`src/rtl/rs_bank_pkg.sv`:
```
// Shared types and helpers for the reservation-station bank.
package rs_bank_pkg;

  localparam int unsigned RS_SZ      = 8;
  localparam int unsigned ALLOC_W    = 3;
  localparam int unsigned CDB_W      = 3;
  localparam int unsigned CLEAR_W    = 3;
  localparam int unsigned PHYS_TAG_W = 6;
  localparam int unsigned ROB_IDX_W  = 5;
  localparam int unsigned OP_W       = 4;
  localparam int unsigned RS_IDX_W   = $clog2(RS_SZ);

  typedef logic [PHYS_TAG_W-1:0] phys_tag_t;
  typedef logic [ROB_IDX_W-1:0]  rob_idx_t;
  typedef logic [RS_IDX_W-1:0]   rs_idx_t;

  typedef struct packed {
    logic            valid;
    logic [OP_W-1:0] op;
    rob_idx_t        rob;
    phys_tag_t       dest_tag;
    phys_tag_t       src1_tag;
    logic            src1_ready;
    phys_tag_t       src2_tag;
    logic            src2_ready;
  } rs_entry_t;

  // True when a valid broadcast lane carries this tag; tag 0 is the zero register.
  function automatic logic tag_hit(input phys_tag_t tag,
                                   input logic [CDB_W-1:0] cdb_valid,
                                   input phys_tag_t [CDB_W-1:0] cdb_tags);
    logic hit;
    hit = 1'b0;
    if (tag != '0) begin
      for (int i = 0; i < int'(CDB_W); i++) begin
        if (cdb_valid[i] && (cdb_tags[i] == tag)) hit = 1'b1;
      end
    end
    return hit;
  endfunction

  // Apply this cycle's broadcasts to both sources; ready bits are sticky.
  function automatic rs_entry_t wake(input rs_entry_t e,
                                     input logic [CDB_W-1:0] cdb_valid,
                                     input phys_tag_t [CDB_W-1:0] cdb_tags);
    rs_entry_t w;
    w = e;
    if (tag_hit(e.src1_tag, cdb_valid, cdb_tags)) w.src1_ready = 1'b1;
    if (tag_hit(e.src2_tag, cdb_valid, cdb_tags)) w.src2_ready = 1'b1;
    return w;
  endfunction

endpackage

```
`src/rtl/rs_bank_free_selector.sv`:
```
// Picks the lowest-indexed free slots for up to ALLOC_WIDTH dispatch ranks.
module rs_bank_free_selector #(
  parameter int unsigned NUM_ENTRIES = 8,
  parameter int unsigned ALLOC_WIDTH = 3
) (
  input  logic [NUM_ENTRIES-1:0]                  occupied,
  output logic [ALLOC_WIDTH-1:0][NUM_ENTRIES-1:0] grant_c,
  output logic [$clog2(NUM_ENTRIES+1)-1:0]        free_count_c
);

  localparam int unsigned CNT_W = $clog2(NUM_ENTRIES+1);

  logic [CNT_W-1:0] seen;

  // Grant rank k the k-th free slot scanning upward; count all free slots.
  always_comb begin
    grant_c = '0;
    seen    = '0;
    for (int s = 0; s < int'(NUM_ENTRIES); s++) begin
      if (!occupied[s]) begin
        for (int k = 0; k < int'(ALLOC_WIDTH); k++) begin
          if (seen == CNT_W'(k)) grant_c[k][s] = 1'b1;
        end
        seen = seen + CNT_W'(1);
      end
    end
    free_count_c = seen;
  end

endmodule

```
`src/rtl/rs_bank.sv`:
```
// Reservation-station bank: dispatch insert, CDB wakeup, issue clear, flush.
module rs_bank
  import rs_bank_pkg::*;
#(
  parameter int unsigned NUM_ENTRIES = RS_SZ,
  parameter int unsigned ALLOC_WIDTH = ALLOC_W,
  parameter int unsigned CDB_WIDTH   = CDB_W,
  parameter int unsigned CLEAR_WIDTH = CLEAR_W
) (
  input  logic                               clock,
  input  logic                               reset_n,
  input  logic                               mispredict,
  input  logic      [ALLOC_WIDTH-1:0]        disp_valid,
  input  rs_entry_t [ALLOC_WIDTH-1:0]        disp_entries,
  input  logic      [CDB_WIDTH-1:0]          cdb_valid,
  input  phys_tag_t [CDB_WIDTH-1:0]          cdb_tags,
  input  logic      [CLEAR_WIDTH-1:0]        clear_valid,
  input  rs_idx_t   [CLEAR_WIDTH-1:0]        clear_idxs,
  output logic      [$clog2(NUM_ENTRIES+1)-1:0] free_count,
  output logic      [ALLOC_WIDTH-1:0]        disp_ready,
  output rs_entry_t [NUM_ENTRIES-1:0]        entries
);

  localparam int unsigned CNT_W = $clog2(NUM_ENTRIES+1);

  rs_entry_t [NUM_ENTRIES-1:0]                  slots;
  rs_entry_t [NUM_ENTRIES-1:0]                  slots_nxt;
  logic      [NUM_ENTRIES-1:0]                  occupied;
  logic      [ALLOC_WIDTH-1:0][NUM_ENTRIES-1:0] grant_c;
  logic      [CNT_W-1:0]                        free_cnt_c;
  logic      [ALLOC_WIDTH-1:0][NUM_ENTRIES-1:0] lane_slot_c;
  logic      [ALLOC_WIDTH-1:0]                  lane_ready_c;
  logic      [ALLOC_WIDTH-1:0]                  lane_take_c;
  logic      [NUM_ENTRIES-1:0]                  clear_hit_c;
  logic      [CNT_W-1:0]                        rank;

  // Occupancy vector of the current state.
  always_comb begin
    occupied = '0;
    for (int s = 0; s < int'(NUM_ENTRIES); s++) occupied[s] = slots[s].valid;
  end

  rs_bank_free_selector #(
    .NUM_ENTRIES (NUM_ENTRIES),
    .ALLOC_WIDTH (ALLOC_WIDTH)
  ) u_free_sel (
    .occupied     (occupied),
    .grant_c      (grant_c),
    .free_count_c (free_cnt_c)
  );

  // Lane k ranks by the number of valid lanes below it; rank r uses grant r.
  always_comb begin
    lane_ready_c = '0;
    lane_take_c  = '0;
    lane_slot_c  = '0;
    rank         = '0;
    for (int k = 0; k < int'(ALLOC_WIDTH); k++) begin
      lane_ready_c[k] = (free_cnt_c > rank);
      for (int j = 0; j < int'(ALLOC_WIDTH); j++) begin
        if (rank == CNT_W'(j)) lane_slot_c[k] = grant_c[j];
      end
      lane_take_c[k] = disp_valid[k] & lane_ready_c[k] & ~mispredict;
      if (disp_valid[k]) rank = rank + CNT_W'(1);
    end
  end

  // Decode issue clears into a per-slot mask; duplicates simply OR together.
  always_comb begin
    clear_hit_c = '0;
    for (int i = 0; i < int'(CLEAR_WIDTH); i++) begin
      for (int s = 0; s < int'(NUM_ENTRIES); s++) begin
        if (clear_valid[i] && (clear_idxs[i] == RS_IDX_W'(s))) clear_hit_c[s] = 1'b1;
      end
    end
  end

  // Next slot contents: wakeup, then insert into granted free slots, then clear, then flush.
  always_comb begin
    slots_nxt = slots;
    for (int s = 0; s < int'(NUM_ENTRIES); s++) begin
      if (slots[s].valid) slots_nxt[s] = wake(slots[s], cdb_valid, cdb_tags);
      for (int k = 0; k < int'(ALLOC_WIDTH); k++) begin
        if (lane_take_c[k] && lane_slot_c[k][s]) begin
          slots_nxt[s]       = wake(disp_entries[k], cdb_valid, cdb_tags);
          slots_nxt[s].valid = 1'b1;
        end
      end
      if (clear_hit_c[s]) slots_nxt[s].valid = 1'b0;
      if (mispredict)     slots_nxt[s].valid = 1'b0;
    end
  end

  // Slot register array.
  always_ff @(posedge clock or negedge reset_n) begin
    if (!reset_n) slots <= '0;
    else          slots <= slots_nxt;
  end

  assign entries    = slots;
  assign free_count = free_cnt_c;
  assign disp_ready = lane_ready_c;

endmodule

```
`config.mk`:
```
export PLATFORM = sky130hd
export DESIGN_NAME = rs_bank
export DESIGN_NICKNAME = d
export VERILOG_FILES = /design/src/rtl/rs_bank_pkg.sv /design/src/rtl/rs_bank_free_selector.sv /design/src/rtl/rs_bank.sv
export SDC_FILE = /design/constraint.sdc
export NUM_CORES = 1
export LEC_CHECK = 0
export BUFFER_PORTS_ARGS = -buffer_cell sky130_fd_sc_hd__buf_4
export CORE_MARGIN = 3
export CORE_UTILIZATION = 50
export CTS_BUF_LIST = sky130_fd_sc_hd__clkbuf_16
export DETAILED_ROUTE_END_ITERATION = 6
export PLACE_DENSITY = 0.81
export SKIP_LAST_GASP = 1
export SYNTH_ARGS = -nofsm -noshare
export SYNTH_HDL_FRONTEND = slang
export SYNTH_HIERARCHICAL = 1
export SYNTH_SLANG_ARGS = --single-unit
export TNS_END_PERCENT = 50
```
`constraint.sdc`:
```
create_clock -name clock -period 16.8 [get_ports clock]
set_clock_uncertainty 0.05 [all_clocks]
set_input_delay 4.2 -clock clock [delete_from_list [all_inputs] [get_ports clock]]
set_output_delay 4.2 -clock clock [all_outputs]
set_load 0.005 [all_outputs]
```
# After elaboration in Yosys (flattened, before gate mapping)
# Index checks and enable logic that the tools add are counted.
[word_totals]
regBits = 240
romBits = 0
mem_count = 0
latch_bits = 0
output_inout_bits = 247
in_bits = 129
ram_bits = 0
[op_classes]
bitwise = 7
muxes = 347
shift = 0
n_mul = 0
div = 0
order_cmp = 3
add_sub_neg = 8
reduce_logical = 196
eq_ne = 105
[ops]
columns = ["op", "count"]
rows = [
  ["two-way mux 30 bit", 32],
  ["== test 6 bit", 66],
  ["two-way mux 1 bit", 301],
  ["nonzero test 6 bit", 22],
  ["logical AND 1 bit", 114],
  ["nonzero test 4 bit", 24],
  ["two-way mux 8 bit", 6],
  ["== test 3 bit, second input constant", 12],
  ["logical NOT 4 bit", 9],
  ["== test 4 x 1 -> 1 bit, second input constant", 8],
  ["== test 4 x 2 -> 1 bit, second input constant", 8],
  ["two-way mux 4 bit", 8],
  ["AND reduction 2 bit", 16],
  ["adder 4 x 1 -> 4 bit, second input constant", 7],
  ["nonzero test 3 bit", 8],
  ["== test 3 x 2 -> 1 bit, second input constant", 6],
  ["== test 3 x 1 -> 1 bit, second input constant", 3],
  ["logical NOT 3 bit", 3],
  ["> comparator 4 bit", 2],
  ["AND 1 bit", 6],
  ["> comparator 4 x 1 -> 1 bit, second input constant", 1],
  ["adder 1 x 1 -> 2 bit, second input constant", 1],
  ["== test 1 x 2 -> 1 bit, second input constant", 1],
  ["== test 1 bit, second input constant", 1],
  ["NOT 1 bit", 1],
]

# Longest topological paths before layout
[depth]
ltp_word = 26
mapped_depth = 26

# By module
# The synthesis kept the hierarchy.
[modules_own_cells]
columns = ["mod", "n_inst", "area_each_um2", "seq_area_each_um2", "cells_per_inst"]
rows = [
  ["rs_bank", 1, 20205.6, 6005.8, 2486],
  ["rs_bank_free_selector", 1, 1071.0, 0.0, 137],
]

# Worst setup path after synthesis
# Ideal clock, no wire load.
[synth_timing]
path_type = "input -> output"
startpoint = "input port disp_valid[0]"
endpoint = "output port disp_ready[2]"
path_slack_ns = 6.934
arrival_time_ns = 5.616
path_stages = 8
cell_sequence = "buf_2 > buf_4 > inv_1 > ha_1 > ha_1 > nor2b_1 > o21ai_2 > nand2_1"
[synth_via]
elab_chain_len = 4
[synth_rtl]
columns = ["item", "line", "source"]
rows = [
  ["start, declared", "rs_bank.sv:13", "input logic [ALLOC_WIDTH-1:0] disp_valid,"],
  ["two-way mux 1 bit (*)", "rs_bank.sv:64", "if (disp_valid[k]) rank = rank + CNT_W'(1);"],
  ["adder 4 x 1 -> 4 bit", "rs_bank.sv:64", ""],
  ["two-way mux 4 bit (*)", "rs_bank.sv:64", ""],
  ["> comparator 4 bit (*)", "rs_bank.sv:59", "lane_ready_c[k] = (free_cnt_c > rank);"],
  ["end, declared", "rs_bank.sv:20", "output logic [ALLOC_WIDTH-1:0] disp_ready,"],
]
# Mark *: on every way between the ends. The rest lies on a longest branch, timed or not.

# Worst setup path in the final report
[layout_timing]
startpoint = "register slots (netlist bit entries[29])"
endpoint = "output port disp_ready[1]"
[layout_via]
elab_chain_len = 16
[layout_rtl]
columns = ["item", "line", "source"]
rows = [
  ["start, declared", "rs_bank.sv:26", "rs_entry_t [NUM_ENTRIES-1:0] slots;"],
  ["start signal, assigned", "rs_bank.sv:97", "else slots <= slots_nxt;"],
  ["two-way mux 1 bit (*)", "rs_bank_free_selector.sv:20", "if (!occupied[s]) begin"],
  ["adder 1 x 1 -> 2 bit", "rs_bank_free_selector.sv:24", "seen = seen + CNT_W'(1);"],
  ["two-way mux 4 bit (*)", "rs_bank_free_selector.sv:20", ""],
  ["adder 4 x 1 -> 4 bit", "rs_bank_free_selector.sv:24", ""],
  ["two-way mux 4 bit (*)", "rs_bank_free_selector.sv:20", ""],
  ["adder 4 x 1 -> 4 bit", "rs_bank_free_selector.sv:24", ""],
  ["two-way mux 4 bit (*)", "rs_bank_free_selector.sv:20", ""],
  ["adder 4 x 1 -> 4 bit", "rs_bank_free_selector.sv:24", ""],
  ["two-way mux 4 bit (*)", "rs_bank_free_selector.sv:20", ""],
  ["adder 4 x 1 -> 4 bit", "rs_bank_free_selector.sv:24", ""],
  ["two-way mux 4 bit (*)", "rs_bank_free_selector.sv:20", ""],
  ["adder 4 x 1 -> 4 bit", "rs_bank_free_selector.sv:24", ""],
  ["two-way mux 4 bit (*)", "rs_bank_free_selector.sv:20", ""],
  ["adder 4 x 1 -> 4 bit", "rs_bank_free_selector.sv:24", ""],
  ["two-way mux 4 bit (*)", "rs_bank_free_selector.sv:20", ""],
  ["> comparator 4 bit (*)", "rs_bank.sv:59", ""],
]
# Marks and branches as above.

==> impl_metrics.toml <==
[detailed_routing]
via_per_inst = 6.50
antenna_left = 0
firstDrtPassIters = 6
drtIter0Drc = 2298
wl_um = 85500
wl_per_cell_um = 25.8
drcViolationCount = 0
vias = 21491

[timing]
rsz0062_at_grt = "false"
final.setup.tns_ns = 0
max_clock_freq_mhz = 91.6
period_needed_ns = 10.92
slew_violations = 0
holdWs_ns = 0.518
hold_violations = 0
tightest_slew_ns = 1.31
period_share_pct = 65.0
slew_headroom_pct = 12.5
setup_viol = 0

[critical_path]
path_cells = "inv_1 -> ha_1 -> xnor2_1 -> ha_1 -> mux2i_1 -> xnor2_1 -> a221oi_2 -> and2_1 -> inv_1 -> ha_1 -> nand2b_1 -> xnor3_1 -> or3_4 -> a221oi_1 -> a22oi_1 -> xnor2_1 -> or3_1 -> or2_2 -> buf_4"
crit_path_start = "entries[29]"
critPathTopFamily = "simple AND/OR/NAND/NOR gates"
cp-start-kind = "flop"
slowest_delay_ns = 0.73
critical_path.slowest_cell = "or3_1"
r2r_start = "entries[29]"
path_buf_inv = 3
worstPathArrival_ns = 6.67
crit_path_max_fanout = 12
critPathRequiredTime_ns = 12.55
critPathCaptureType = "primary output"
path_class = "flop to primary output"

[clock_tree]
holdBufCountCts = 0
post-cts-setup-buffers = 0
clockBufferDepth = 3
clockRootBuffer = "clkbuf_16"
cts_buffers = 28
htree_levels = 1
cts_resized = 0
clkTransAtPathRegs_ns = 0.06
cts.sinks = 240
insertion_delay_ns = 0.58
tritoncts = "built"

[yosys]
synth_edf_count = 0
yosys_warnings = 6
synthFlopType = "dfrtp_1"
synthCells = 2623
synth-seq-cells = 240
netlist_area_um2 = 21300
yosys.cell_types.count = 75
syn_area_per_cell_um2 = 8.11
synthArstFlopShare_pct = 100
yosysSeqAreaShare_pct = 28.2

[grt]
grt.overflow.total = 0
grt_first_pass_wirelength_um = 127000
grt_pass1_vias = 21235
grt_usage_pct = 36.7
grt_max_degree = 129
antenna_found_initial = 0

[final_layout]
largest_register_ffs = 240
n_antenna_cell = 0
multi_input_area_um2 = 13800
fillerInstances = 3573
fin_nets = 2907
drive_gt1_share_pct = 17.8
syn2layout_area_growth_pct = 14.9
ff_latch_area_um2 = 6010

[run_status]
outcome = "completed"

[job]
maxCapViolations = 0

[place]
io_buffers = 372
gp_congestion = 0.955
dp_hpwl_um = 55500

[floorplanning]
die_h_um = 212
start_util_pct = 51.4
dieArea_um2 = 45100
num_rows = 74
die_width_um = 212
pin_count = 376
core_area_um2 = 41400

[min_path]
hp-start = "entries[177]"
hp-class = "flop to flop"
[worst register-to-register path, delay by kind of cell, from the launching register on]
family	cells	cell delay, ns
DFF	1	0.61
AOI/OAI and AO/OA	6	1.51
xor gates and xnor gates	4	0.94
muxes	1	0.19
and+or+nand+nor	6	2.84
buffers and inverters	3	0.90
adders and majority gates	3	1.16
[worst paths after layout]
path	cells past startpoint	endpoint	slack (ns)
worst min register to register	2	entries[177]	0.52
min in group asynchronous	1	entries[113]	3.74
worst min-delay path	2	entries[177]	0.52
worst max-delay path	19	disp_ready[1]	5.88
max in group asynchronous	2	entries[89]	11.47
worst max register to register	23	entries[210]	8.50
[kinds of logic after synthesis]
group	synth area share [%]
DFF	28.2
adders and majority gates	1.35
xor gates and xnor gates	17.2
and+or+nand+nor	18.0
buffers and inverters	7.47
AOI/OAI and AO/OA	16.9
other	0.0176
muxes	10.8
[per-stage QoR]
stage	cells	util [%]	instance area (um^2)	worst slack (ns)
CTS	3308	59.1	24400	5.92
finish	3308	59.1	24400	5.88
global placement	3258	57.0	23600	6.05
global route	3308	59.1	24400	5.43
floorplan	2625	-	21300	6.93
detailed placement	3258	57.0	23600	6.02
[area by class of cell]
type	instances	area share [%]
Clock buffer	29	2.97
Clock inverter	21	0.573
Inverter	30	0.461
Multi-Input combinational cell	2061	56.5
Sequential cell	240	24.6
Tap cell	532	2.72
Timing Repair Buffer	395	12.2
[cell usage in the layout, fill, tap and decap left out, types with 9 or more instances in the layout]
cell / netlist / routed
or3_1: 18 / 18
nor2_1: 43 / 43
clkinv_1: 0 / 10
a21boi_0: 16 / 16
nor4_1: 77 / 77
dfrtp_1: 240 / 240
xor2_1: 191 / 191
o41ai_2: 11 / 11
buf_4: 39 / 394
a311o_1: 16 / 16
o21ai_1: 206 / 206
nor3_1: 30 / 30
nand2_1: 463 / 463
mux2i_1: 220 / 220
nor2b_1: 23 / 23
nand2b_1: 11 / 11
nand3b_1: 16 / 16
clkbuf_16: 0 / 29
inv_1: 29 / 35
ha_1: 22 / 22
nand4_1: 64 / 64
o21ai_0: 214 / 214
and2_1: 9 / 9
a211oi_1: 9 / 9
xnor2_1: 217 / 217
a31oi_1: 35 / 35
[layer usage]
metal | GRT usage [%] | routed length, um
met5 | 1.08 | 0
met2 | 54.8 | 36300
met3 | 13.0 | 11500
met4 | 23.6 | 6360
met1 | 45.1 | 31300
[cell usage after synthesis (all sizes together), types with 3 or more instances]
cell / number / area share, %
xor2: 191 / 7.9
nor3: 31 / 0.75
ha: 22 / 1.3
nor2: 44 / 0.79
inv: 30 / 0.53
a311o: 16 / 0.75
nand4: 64 / 1.9
mux2i: 220 / 10
and2: 9 / 0.26
o22ai: 8 / 0.24
o21ai: 422 / 10
dfrtp: 240 / 28
or4: 10 / 0.39
nand3: 5 / 0.12
mux2: 8 / 0.42
o211ai: 8 / 0.47
nand2: 471 / 8.4
a21boi: 17 / 0.60
a2111oi: 6 / 0.25
nand4b: 8 / 0.33
nand3b: 16 / 0.56
a31o: 10 / 0.41
nor4: 77 / 2.3
nor3b: 6 / 0.24
a21oi: 3 / 0.071
a211oi: 17 / 0.79
a31oi: 38 / 1.3
or2: 10 / 0.29
o41ai: 16 / 1.0
a221oi: 3 / 0.18
xnor2: 218 / 9.0
a21o: 8 / 0.28
nand2b: 12 / 0.36
o21a: 5 / 0.18
or3: 19 / 0.58
buf: 147 / 4.3
clkbuf: 147 / 2.6
nor2b: 23 / 0.68
Power is left out: the tool's default activity adds up to more than one toggle a clock period on the data nets, which glitch-free logic cannot reach.
